==> src/rtl/fetch_pkg.sv <==
// ----------------------------------------------------------------------------
// fetch_pkg
//   Shared definitions for the instruction fetch stage.
//   - fetch_state_e : 2-bit state encoding of the fetch FSM
//   - PC_STEP       : byte distance between sequential instruction words
//   - DEFAULT_RESET_PC : first fetch address after reset unless overridden
// ----------------------------------------------------------------------------
package fetch_pkg;

  localparam int unsigned PC_STEP = 4;

  localparam logic [31:0] DEFAULT_RESET_PC = 32'h0000_0000;

  typedef enum logic [1:0] {
    S_BOOT  = 2'd0,
    S_RUN   = 2'd1,
    S_FLUSH = 2'd2,
    S_HALT  = 2'd3
  } fetch_state_e;

endpackage

==> src/rtl/instr_fetch_unit.sv <==
// ----------------------------------------------------------------------------
// instr_fetch_unit
//   Fetch stage sitting in front of a synchronous instruction ROM with one
//   cycle of read latency. It owns the PC, drives the ROM address, tags each
//   returned word with the PC it was fetched from and hands a valid-qualified
//   stream to the decoder, honouring stall, branch/jump redirect and halt.
//
// Ports
//   clk             : clock, all state changes on the rising edge
//   rst_n           : asynchronous active-low reset
//   stall           : decoder not ready, keep presenting the current word
//   redirect_valid  : presented instruction is a taken branch/jump
//   redirect_target : new PC for a redirect (expected word aligned)
//   halt            : presented instruction is a halt
//   instr_add       : address to the instruction ROM
//   mem_instr       : ROM data for the address latched at the previous edge
//   instr           : instruction to the decoder
//   instr_pc        : PC of instr
//   pc_plus4        : instr_pc + 4, used as link value
//   instr_valid     : instr / instr_pc are meaningful this cycle
//   fetch_err       : sticky flag, a misaligned redirect target was seen
//   fetch_count     : wrapping count of accepted instructions
// ----------------------------------------------------------------------------
module instr_fetch_unit
  import fetch_pkg::*;
#(
  parameter int unsigned          ADDR_W   = 32,
  parameter int unsigned          INSTR_W  = 32,
  parameter logic [ADDR_W-1:0]    RESET_PC = ADDR_W'(DEFAULT_RESET_PC),
  parameter int unsigned          CNT_W    = 16
) (
  input  logic               clk,
  input  logic               rst_n,
  input  logic               stall,
  input  logic               redirect_valid,
  input  logic [ADDR_W-1:0]  redirect_target,
  input  logic               halt,
  output logic [ADDR_W-1:0]  instr_add,
  input  logic [INSTR_W-1:0] mem_instr,
  output logic [INSTR_W-1:0] instr,
  output logic [ADDR_W-1:0]  instr_pc,
  output logic [ADDR_W-1:0]  pc_plus4,
  output logic               instr_valid,
  output logic               fetch_err,
  output logic [CNT_W-1:0]   fetch_count
);

  localparam logic [ADDR_W-1:0] STEP = ADDR_W'(PC_STEP);

  fetch_state_e      state_q, state_d;
  logic [ADDR_W-1:0] fetch_pc_q, fetch_pc_d;
  logic [ADDR_W-1:0] inflight_pc_q, inflight_pc_d;
  logic              fetch_err_q, fetch_err_d;
  logic [CNT_W-1:0]  fetch_count_q, fetch_count_d;

  // State register. fetch_pc is the next address to send to the ROM and
  // inflight_pc is the address whose data is currently on mem_instr, so the
  // pair always tracks the one-cycle ROM latency.
  always_ff @(posedge clk or negedge rst_n) begin
    if (!rst_n) begin
      state_q       <= S_BOOT;
      fetch_pc_q    <= RESET_PC;
      inflight_pc_q <= RESET_PC;
      fetch_err_q   <= 1'b0;
      fetch_count_q <= '0;
    end else begin
      state_q       <= state_d;
      fetch_pc_q    <= fetch_pc_d;
      inflight_pc_q <= inflight_pc_d;
      fetch_err_q   <= fetch_err_d;
      fetch_count_q <= fetch_count_d;
    end
  end

  // Next-state and ROM address selection. In RUN the priority is
  // halt > redirect > stall > accept. A halt only takes effect when the
  // instruction is actually accepted, while a redirect acts even under stall.
  // During a plain stall the ROM is pointed back at inflight_pc so the same
  // word is re-read and instr stays stable. A redirect squashes the word
  // fetched at that edge, which is the single FLUSH bubble.
  always_comb begin
    state_d       = state_q;
    fetch_pc_d    = fetch_pc_q;
    inflight_pc_d = inflight_pc_q;
    fetch_err_d   = fetch_err_q;
    fetch_count_d = fetch_count_q;
    instr_add     = fetch_pc_q;

    case (state_q)
      S_BOOT, S_FLUSH: begin
        inflight_pc_d = fetch_pc_q;
        fetch_pc_d    = fetch_pc_q + STEP;
        state_d       = S_RUN;
      end
      S_RUN: begin
        if (halt && !stall) begin
          fetch_count_d = fetch_count_q + CNT_W'(1);
          state_d       = S_HALT;
        end else if (redirect_valid) begin
          fetch_pc_d    = {redirect_target[ADDR_W-1:2], 2'b00};
          fetch_count_d = fetch_count_q + CNT_W'(1);
          fetch_err_d   = fetch_err_q | (redirect_target[1:0] != 2'b00);
          state_d       = S_FLUSH;
        end else if (stall) begin
          instr_add = inflight_pc_q;
        end else begin
          inflight_pc_d = fetch_pc_q;
          fetch_pc_d    = fetch_pc_q + STEP;
          fetch_count_d = fetch_count_q + CNT_W'(1);
        end
      end
      S_HALT: begin
        instr_add = inflight_pc_q;
      end
      default: begin
        state_d = S_BOOT;
      end
    endcase
  end

  assign instr_valid = (state_q == S_RUN);
  assign instr       = mem_instr;
  assign instr_pc    = inflight_pc_q;
  assign pc_plus4    = inflight_pc_q + STEP;
  assign fetch_err   = fetch_err_q;
  assign fetch_count = fetch_count_q;

endmodule
==> config.mk <==
export PLATFORM = sky130hd
export DESIGN_NAME = instr_fetch_unit
export DESIGN_NICKNAME = d
export VERILOG_FILES = /design/src/rtl/fetch_pkg.sv /design/src/rtl/instr_fetch_unit.sv
export SDC_FILE = /design/constraint.sdc
export NUM_CORES = 1
export LEC_CHECK = 0
export BUFFER_PORTS_ARGS = -buffer_cell sky130_fd_sc_hd__buf_2
export CAP_MARGIN = 10
export CORE_MARGIN = 2
export CORE_UTILIZATION = 45
export CTS_BUF_LIST = sky130_fd_sc_hd__clkbuf_8
export CTS_CLUSTER_SIZE = 25
export DETAILED_ROUTE_END_ITERATION = 16
export HOLD_SLACK_MARGIN = 0.06
export PLACE_DENSITY = 0.79
export SLEW_MARGIN = 10
export SYNTH_ARGS = -nofsm -noshare
export SYNTH_HDL_FRONTEND = slang
export SYNTH_SLANG_ARGS = --single-unit
==> constraint.sdc <==
create_clock -name clk -period 1.9 [get_ports clk]
set_clock_uncertainty 0.05 [all_clocks]
set_input_delay 0.095 -clock clk [delete_from_list [all_inputs] [get_ports clk]]
set_output_delay 0.095 -clock clk [all_outputs]
set_load 0.01 [all_outputs]
======== Yosys cells after proc, flatten, opt, wreduce, memory -nomap -nowiden ========
Index checks and enable logic that the tools add are counted.
storage, ports and cells
  input port bits ......................... 69
  output and inout bits ................... 146
  flip-flop bits (word level) ............. 83
operators by class
  mux-type cells .......................... 17
  reduce and logical (&&, ||, !) cells .... 11
  eq/ne operators ......................... 8
  add/subtract/negate cells ............... 3
  bitwise operators ....................... 2
operators by type and width
  cell                                                             count
  32-bit 2-to-1 mux                                                8
  32-bit one-hot mux with 2 select lines                           3
  32-bit by 3-bit adder with 32-bit output, second input constant  2
  16-bit 2-to-1 mux                                                3
  16-bit by 1-bit adder with 16-bit output, second input constant  1
  3-bit AND reduction                                              3
  2-bit == test, second input constant                             2
  2-bit 2-to-1 mux                                                 2
  2-bit != test, second input constant                             2
  2-bit one-hot mux with 2 select lines                            1
  2-bit AND reduction                                              2
  2-bit nonzero test                                               2
  3-bit by 1-bit != test with 1-bit output, second input constant  1
  3-bit by 2-bit != test with 1-bit output, second input constant  1
  3-bit != test, second input constant                             1
  2-bit by 1-bit == test with 1-bit output, second input constant  1
  2-bit zero test                                                  1
  2-bit OR reduction                                               1
  1-bit logical AND                                                1
  1-bit zero test                                                  1
  1-bit inverter                                                   1
  1-bit bitwise OR                                                 1

======== Logic depth before layout (Yosys ltp) ========
  word-level depth ........................ 5
  depth in mapped cells ................... 8

======== Least setup slack after synthesis ========
Ideal clock, no wire load.
  path kind ............................... register -> register
  start ................................... register state_q[1]
  end ..................................... register inflight_pc_q[12], in the netlist instr_pc[12]
  setup slack ............................. 0.100 ns
  period minus slack after synthesis ...... 1.800 ns
  cell stages (with the launch flop) ...... 6
  arrival time ............................ 1.625 ns
  data required time ...................... 1.725 ns
  path through ............................ dfrtp_1 > buf_4 > o41ai_2 > buf_2 > buf_2 > mux2_2
on the way
  cells in the longest elaborated chain, start to end .. 4
  elaborated cells between the ends (all ways) .. 9
  those cells by class .................... eq/ne: 4; mux: 1; reduce/logical: 4
RTL lines
  item                                                     RTL line                RTL
  start: declaration                                       instr_fetch_unit.sv:50  fetch_state_e state_q, state_d;
  start signal: assignment                                 instr_fetch_unit.sv:67  state_q <= state_d;
  2-bit == test / 2-bit zero test (equally long branches)  instr_fetch_unit.sv:89  case (state_q)
  2-bit OR reduction                                       instr_fetch_unit.sv:89
  2-bit nonzero test (no line)                             -
  3-bit AND reduction (no line)                            -
  end signal: assignment                                   instr_fetch_unit.sv:69  inflight_pc_q <= inflight_pc_d;
  end: declaration                                         instr_fetch_unit.sv:52  logic [ADDR_W-1:0] inflight_pc_q, inflight_pc_d;
Parallel ways exist; a longest one is shown, timed or not.
A chain may end at the register's enable or synchronous reset.

======== Final worst setup path ========
  start ................................... register inflight_pc_q[2], in the netlist instr_pc[2]
  end ..................................... output pc_plus4[16]
on the way
  cells in the longest elaborated chain, start to end .. 1
RTL lines
  item                                      RTL line                 RTL
  32-bit by 3-bit adder with 32-bit output  instr_fetch_unit.sv:124  assign pc_plus4 = inflight_pc_q + STEP;
  end: declaration                          instr_fetch_unit.sv:42   output logic [ADDR_W-1:0] pc_plus4,
Every way passes these cells.

==> report_table.html <==
<table>
<tr><th>Metric</th><th>Value</th></tr>
<tr><th colspan="2">Status</th></tr>
<tr><td>Outcome</td><td>finished with violations</td></tr>
<tr><td>Violations in the final reports</td><td>setup timing</td></tr>
<tr><th colspan="2">Power</th></tr>
<tr><td>Combinational share of power</td><td>34.4%</td></tr>
<tr><td>P_int</td><td>roughly 3.6 mW</td></tr>
<tr><td>Relative contribution of the clock network to total power</td><td>between 20% and 30%</td></tr>
<tr><td>PwrDens</td><td>about 700 nW/um^2</td></tr>
<tr><td>Total power of the final layout</td><td>about 5.3 mW</td></tr>
<tr><td>Worst voltage drop across the vdd grid</td><td>around 0.37 mV</td></tr>
<tr><td>Static Leak</td><td>between 3 and 4 nW</td></tr>
<tr><td>Sequential cell fraction of total power</td><td>roughly two fifths</td></tr>
<tr><td>Switching share of power</td><td>32.9%</td></tr>
<tr><td>Net switching component of the power</td><td>1.76 mW</td></tr>
<tr><th colspan="2">Synthesis</th></tr>
<tr><td>Post-synthesis instance area</td><td>~5100 sq um</td></tr>
<tr><td>Nets in the synthesized netlist</td><td>603</td></tr>
<tr><td>Synth top area cells</td><td>sky130_fd_sc_hd__dfrtp_1 40%, sky130_fd_sc_hd__mux2_2 13%, sky130_fd_sc_hd__xnor2_1 5.5%</td></tr>
<tr><td>Synthesized area per cell</td><td>9.61 sq um</td></tr>
<tr><td>Unique cell type count in the Yosys netlist</td><td>54</td></tr>
<tr><td>Fraction of synthesis flops using an asynchronous set or reset pin</td><td>100%</td></tr>
<tr><td>Leading area contributor after synthesis</td><td>sky130_fd_sc_hd__dfrtp_1</td></tr>
<tr><td>Register bit count reported by yosys</td><td>81</td></tr>
<tr><td>Sequential element share of the synthesized area</td><td>39.7%</td></tr>
<tr><td>EDFF count, synth</td><td>0</td></tr>
<tr><td>Yosys synthesis warning count</td><td>0</td></tr>
<tr><td>Ys flop type</td><td>sky130_fd_sc_hd__dfrtp_1</td></tr>
<tr><td>Portion of synthesized cell area occupied by the leading cell type</td><td>39.7%</td></tr>
<tr><td>Number of standard cells after synthesis</td><td>approximately 530</td></tr>
<tr><th colspan="2">Worst hold path</th></tr>
<tr><td>Class of the most critical hold timing path</td><td>input port to flip-flop</td></tr>
<tr><th colspan="2">Die</th></tr>
<tr><td>Die Span X</td><td>around 110 um</td></tr>
<tr><td>Overall die height</td><td>110 um</td></tr>
<tr><td>Num rows</td><td>38</td></tr>
<tr><td>Placeable core region</td><td>10900 sq um</td></tr>
<tr><td>Starting Density</td><td>46.7%</td></tr>
<tr><td>Die area</td><td>~12000 sq um</td></tr>
<tr><td>I/O pin count</td><td>about 220</td></tr>
<tr><th colspan="2">Worst setup path</th></tr>
<tr><td>Critical Path End Type</td><td>output port</td></tr>
<tr><td>Largest fanout on the critical path</td><td>4</td></tr>
<tr><td>Cell type of the slowest stage on the worst timing path</td><td>sky130_fd_sc_hd__dfrtp_1</td></tr>
<tr><td>Cells along the critical path</td><td>ha_4, and4_4, and2b_2, and2_4, and3_4, xor2_1, buf_2</td></tr>
<tr><td>WP data arrival</td><td>2.06 ns</td></tr>
<tr><td>WS Path Type</td><td>flip-flop to output port</td></tr>
<tr><td>Worst setup SP type</td><td>flip-flop</td></tr>
<tr><td>Peak per-stage delay on the critical path</td><td>around 0.40 ns</td></tr>
<tr><td>Data required time of the critical path</td><td>roughly 1.8 ns</td></tr>
<tr><th colspan="2">STA</th></tr>
<tr><td>Setup repair after global routing missed its margin</td><td>yes</td></tr>
<tr><td>Maximum clock frequency</td><td>around 450 MHz</td></tr>
<tr><td>Max-slew violation total from the final report</td><td>0</td></tr>
<tr><td>Final hold violations</td><td>0</td></tr>
<tr><td>Worst hold slack after final layout</td><td>about 0.043 ns</td></tr>
<tr><td>Crit path setup slack, layout</td><td>-0.302 ns</td></tr>
<tr><td>Worst-case headroom to the max-slew limit</td><td>approximately 64%</td></tr>
<tr><td>Final worst path period need</td><td>approximately 2.2 ns</td></tr>
<tr><td>Number of setup violations in the final report</td><td>48</td></tr>
<tr><td>Worst Tran Pin Value</td><td>approximately 0.54 ns</td></tr>
<tr><td>Share of the clock period used by the worst path</td><td>116%</td></tr>
<tr><th colspan="2">Layout</th></tr>
<tr><td>Fraction of final layout cells sized beyond drive strength 1</td><td>around half</td></tr>
<tr><td>NumNets Final</td><td>just over 800</td></tr>
<tr><td>Combined area of the multi-input logic cells</td><td>slightly above 3000 sq um</td></tr>
<tr><td>Layout-stage area growth over the synthesis result</td><td>47.9%</td></tr>
<tr><td>Flip-flop and latch area</td><td>between 2000 and 2500 sq um</td></tr>
<tr><td>Fillers</td><td>between 700 and 800</td></tr>
<tr><td>ANT cells</td><td>0</td></tr>
<tr><td>Most common library cell in the layout ignoring fill and taps</td><td>sky130_fd_sc_hd__buf_2</td></tr>
<tr><td>Top library cells by usage in the layout, fill and taps aside</td><td>121 x sky130_fd_sc_hd__buf_2, 77 x sky130_fd_sc_hd__dfrtp_1, 72 x sky130_fd_sc_hd__buf_4</td></tr>
<tr><th colspan="2">Global routing</th></tr>
<tr><td>Total global-route track usage</td><td>between 20% and 30%</td></tr>
<tr><td>Antenna violations before repair</td><td>0</td></tr>
<tr><td>Pin count of the biggest net entering global routing</td><td>50</td></tr>
<tr><td>Final global-route overflow total</td><td>0</td></tr>
<tr><td>Vias in the first global route</td><td>4982</td></tr>
<tr><td>First-pass GRT wire length</td><td>between 20 and 30 mm</td></tr>
<tr><th colspan="2">Run</th></tr>
<tr><td>Max-capacitance violation count</td><td>0</td></tr>
<tr><th colspan="2">Detailed routing</th></tr>
<tr><td>Routed Antenna Nets</td><td>0</td></tr>
<tr><td>Routed metal-1 wire length</td><td>6.75 mm</td></tr>
<tr><td>Vias per cell</td><td>roughly 6</td></tr>
<tr><td>Met2 routed WL</td><td>around 8.7 mm</td></tr>
<tr><td>Wirelength, routed</td><td>roughly 18 mm</td></tr>
<tr><td>Number of DRC markers in iteration 0</td><td>roughly 560</td></tr>
<tr><td>DR DRC count</td><td>0</td></tr>
<tr><td>Length of the first detailed-routing pass in iterations</td><td>5</td></tr>
<tr><td>Total via count after detailed routing</td><td>between 5000 and 6000</td></tr>
<tr><td>Wire per inst</td><td>~20 um</td></tr>
<tr><td>Max Used Layer</td><td>met4</td></tr>
<tr><td>Wire length on met3</td><td>1.50 mm</td></tr>
<tr><th colspan="2">Placed design</th></tr>
<tr><td>Routability congestion estimate</td><td>about 0.9</td></tr>
<tr><td>IO buf count</td><td>150</td></tr>
<tr><td>HPWL after DPL</td><td>between 10 and 15 mm</td></tr>
<tr><th colspan="2">Clocking</th></tr>
<tr><td>Latest clock arrival within the worst-skew pair</td><td>0.37 ns</td></tr>
<tr><td>Clock slew seen by the registers of the worst setup and hold paths</td><td>0.08 ns</td></tr>
<tr><td>Number of CTS-inserted buffers</td><td>9</td></tr>
<tr><td>Clock tree root buffer cell</td><td>sky130_fd_sc_hd__clkbuf_8</td></tr>
<tr><td>Clock tree from TritonCTS</td><td>built</td></tr>
<tr><td>Total clock sinks</td><td>just over 80</td></tr>
<tr><td>H-tree depth reported by CTS</td><td>3</td></tr>
<tr><td>Buffers from clock root to sink, at most</td><td>2</td></tr>
</table>
[cells by family (layout without fill, tap and decap cells)]
kind of cell               after synthesis  count (layout)  synth area share [%]
AOI/OAI and AO/OA                       93              93                  11.8
xor gates and xnor gates                43              43                  7.38
adders and majority gates                3               3                 0.736
buffers and inverters                   69             294                  8.31
DFF                                     81              81                  39.7
muxes                                   57              57                  12.6
and+or+nand+nor                        185             185                  19.4
[synthesized netlist by cell type (5+ instances only)]
cell                        instances
sky130_fd_sc_hd__buf_2             15
sky130_fd_sc_hd__buf_4             35
sky130_fd_sc_hd__dfrtp_1           81
sky130_fd_sc_hd__o22ai_1           12
sky130_fd_sc_hd__mux2_2            57
sky130_fd_sc_hd__nand3_1           32
sky130_fd_sc_hd__xnor2_1           32
sky130_fd_sc_hd__clkbuf_1           7
sky130_fd_sc_hd__o21ai_0           18
sky130_fd_sc_hd__and3_1            15
sky130_fd_sc_hd__and2_1             5
sky130_fd_sc_hd__nand2_1           43
sky130_fd_sc_hd__a21oi_1           28
sky130_fd_sc_hd__nor3_1             9
sky130_fd_sc_hd__nor2_1            35
sky130_fd_sc_hd__and4_1             7
sky130_fd_sc_hd__inv_1              7
sky130_fd_sc_hd__a2bb2oi_1          8
sky130_fd_sc_hd__nand4_1           18
sky130_fd_sc_hd__xor2_1            11
[cell type report]
type / instances / share of cell area (%)
clock buffers: 12 / 2.19
multi-input cells: 381 / 40.0
well taps: 140 / 2.32
inverters: 7 / 0.348
clock inverters: 4 / 0.564
flip-flops and latches: 81 / 26.9
repair buffers: 271 / 27.6
[stage by stage]
step	setup slack, ns	setup TNS [ns]	utilization (%)	cell area, sq um	cells
after floorplan	0.100	0	-	5100	531
after global placement	0.0952	0	56.0	6120	814
after detailed placement	0.0468	0	56.0	6120	814
after CTS	-0.205	-3.14	66.0	7220	876
after global routing	-0.353	-7.29	69.0	7550	896
final	-0.302	-4.19	69.0	7550	896
[worst max-delay path: cells and delay by family (launching register included)]
kind	cells	cell delay, ns
buffers and inverters	1	0.17
xor gates and xnor gates	1	0.19
and+or+nand+nor	4	0.76
DFF	1	0.40
adders and majority gates	1	0.17
[power by group through the flow]
stage / combinational (mW) / sequential, mW / clock [mW]
2_1_floorplan: 0.690 / 2.24 / 0
3_3_place_gp: 1.39 / 2.15 / 0
3_5_place_dp: 1.43 / 2.16 / 0
4_1_cts: 1.69 / 2.13 / 1.34
5_1_grt: 1.95 / 2.19 / 1.42
6_report: 1.84 / 2.16 / 1.35
[state kept, by name, summed over array words and instances (netlist names)]
| signal | count |
|---|---|
| fetch_err | 1 |
| instr_pc | 32 |
| fetch_count | 16 |
| fetch_pc_q | 30 |
| state_q | 2 |
[layer usage]
metal  up-vias  track usage [%]
met1      2555             34.7
met4         0             11.0
li1       2329                -
met5         -                0
met2       314             46.0
met3        68             3.73
[final timing paths]
path	slack, ns	cells past startpoint	start	end
max reg2reg	0.06	4	state_q[1]$_DFFE_PN0P_	instr_pc[9]$_DFFE_PN0P_
max	-0.30	7	instr_pc[2]$_DFFE_PN0P_	pc_plus4[16]
min in group asynchronous	0.19	2	rst_n	state_q[0]$_DFFE_PN0P_
max in group asynchronous	0.91	3	rst_n	fetch_count[13]$_DFFE_PN0P_
min reg2reg	0.44	1	fetch_err$_DFFE_PN0P_	fetch_err$_DFFE_PN0P_
min	0.04	3	redirect_target[12]	fetch_pc_q[12]$_DFFE_PN0P_
[what timing repair did]
item,CTS,global route
gates resized for setup,84,46
setup buffers,13,23
gates cloned,4,0
hold endpoints to repair,68,0
hold buffers,29,0
pin swaps,7,26
endpoints found under the setup margin,50,61
Note: power is estimated with default switching activity, not from simulation.
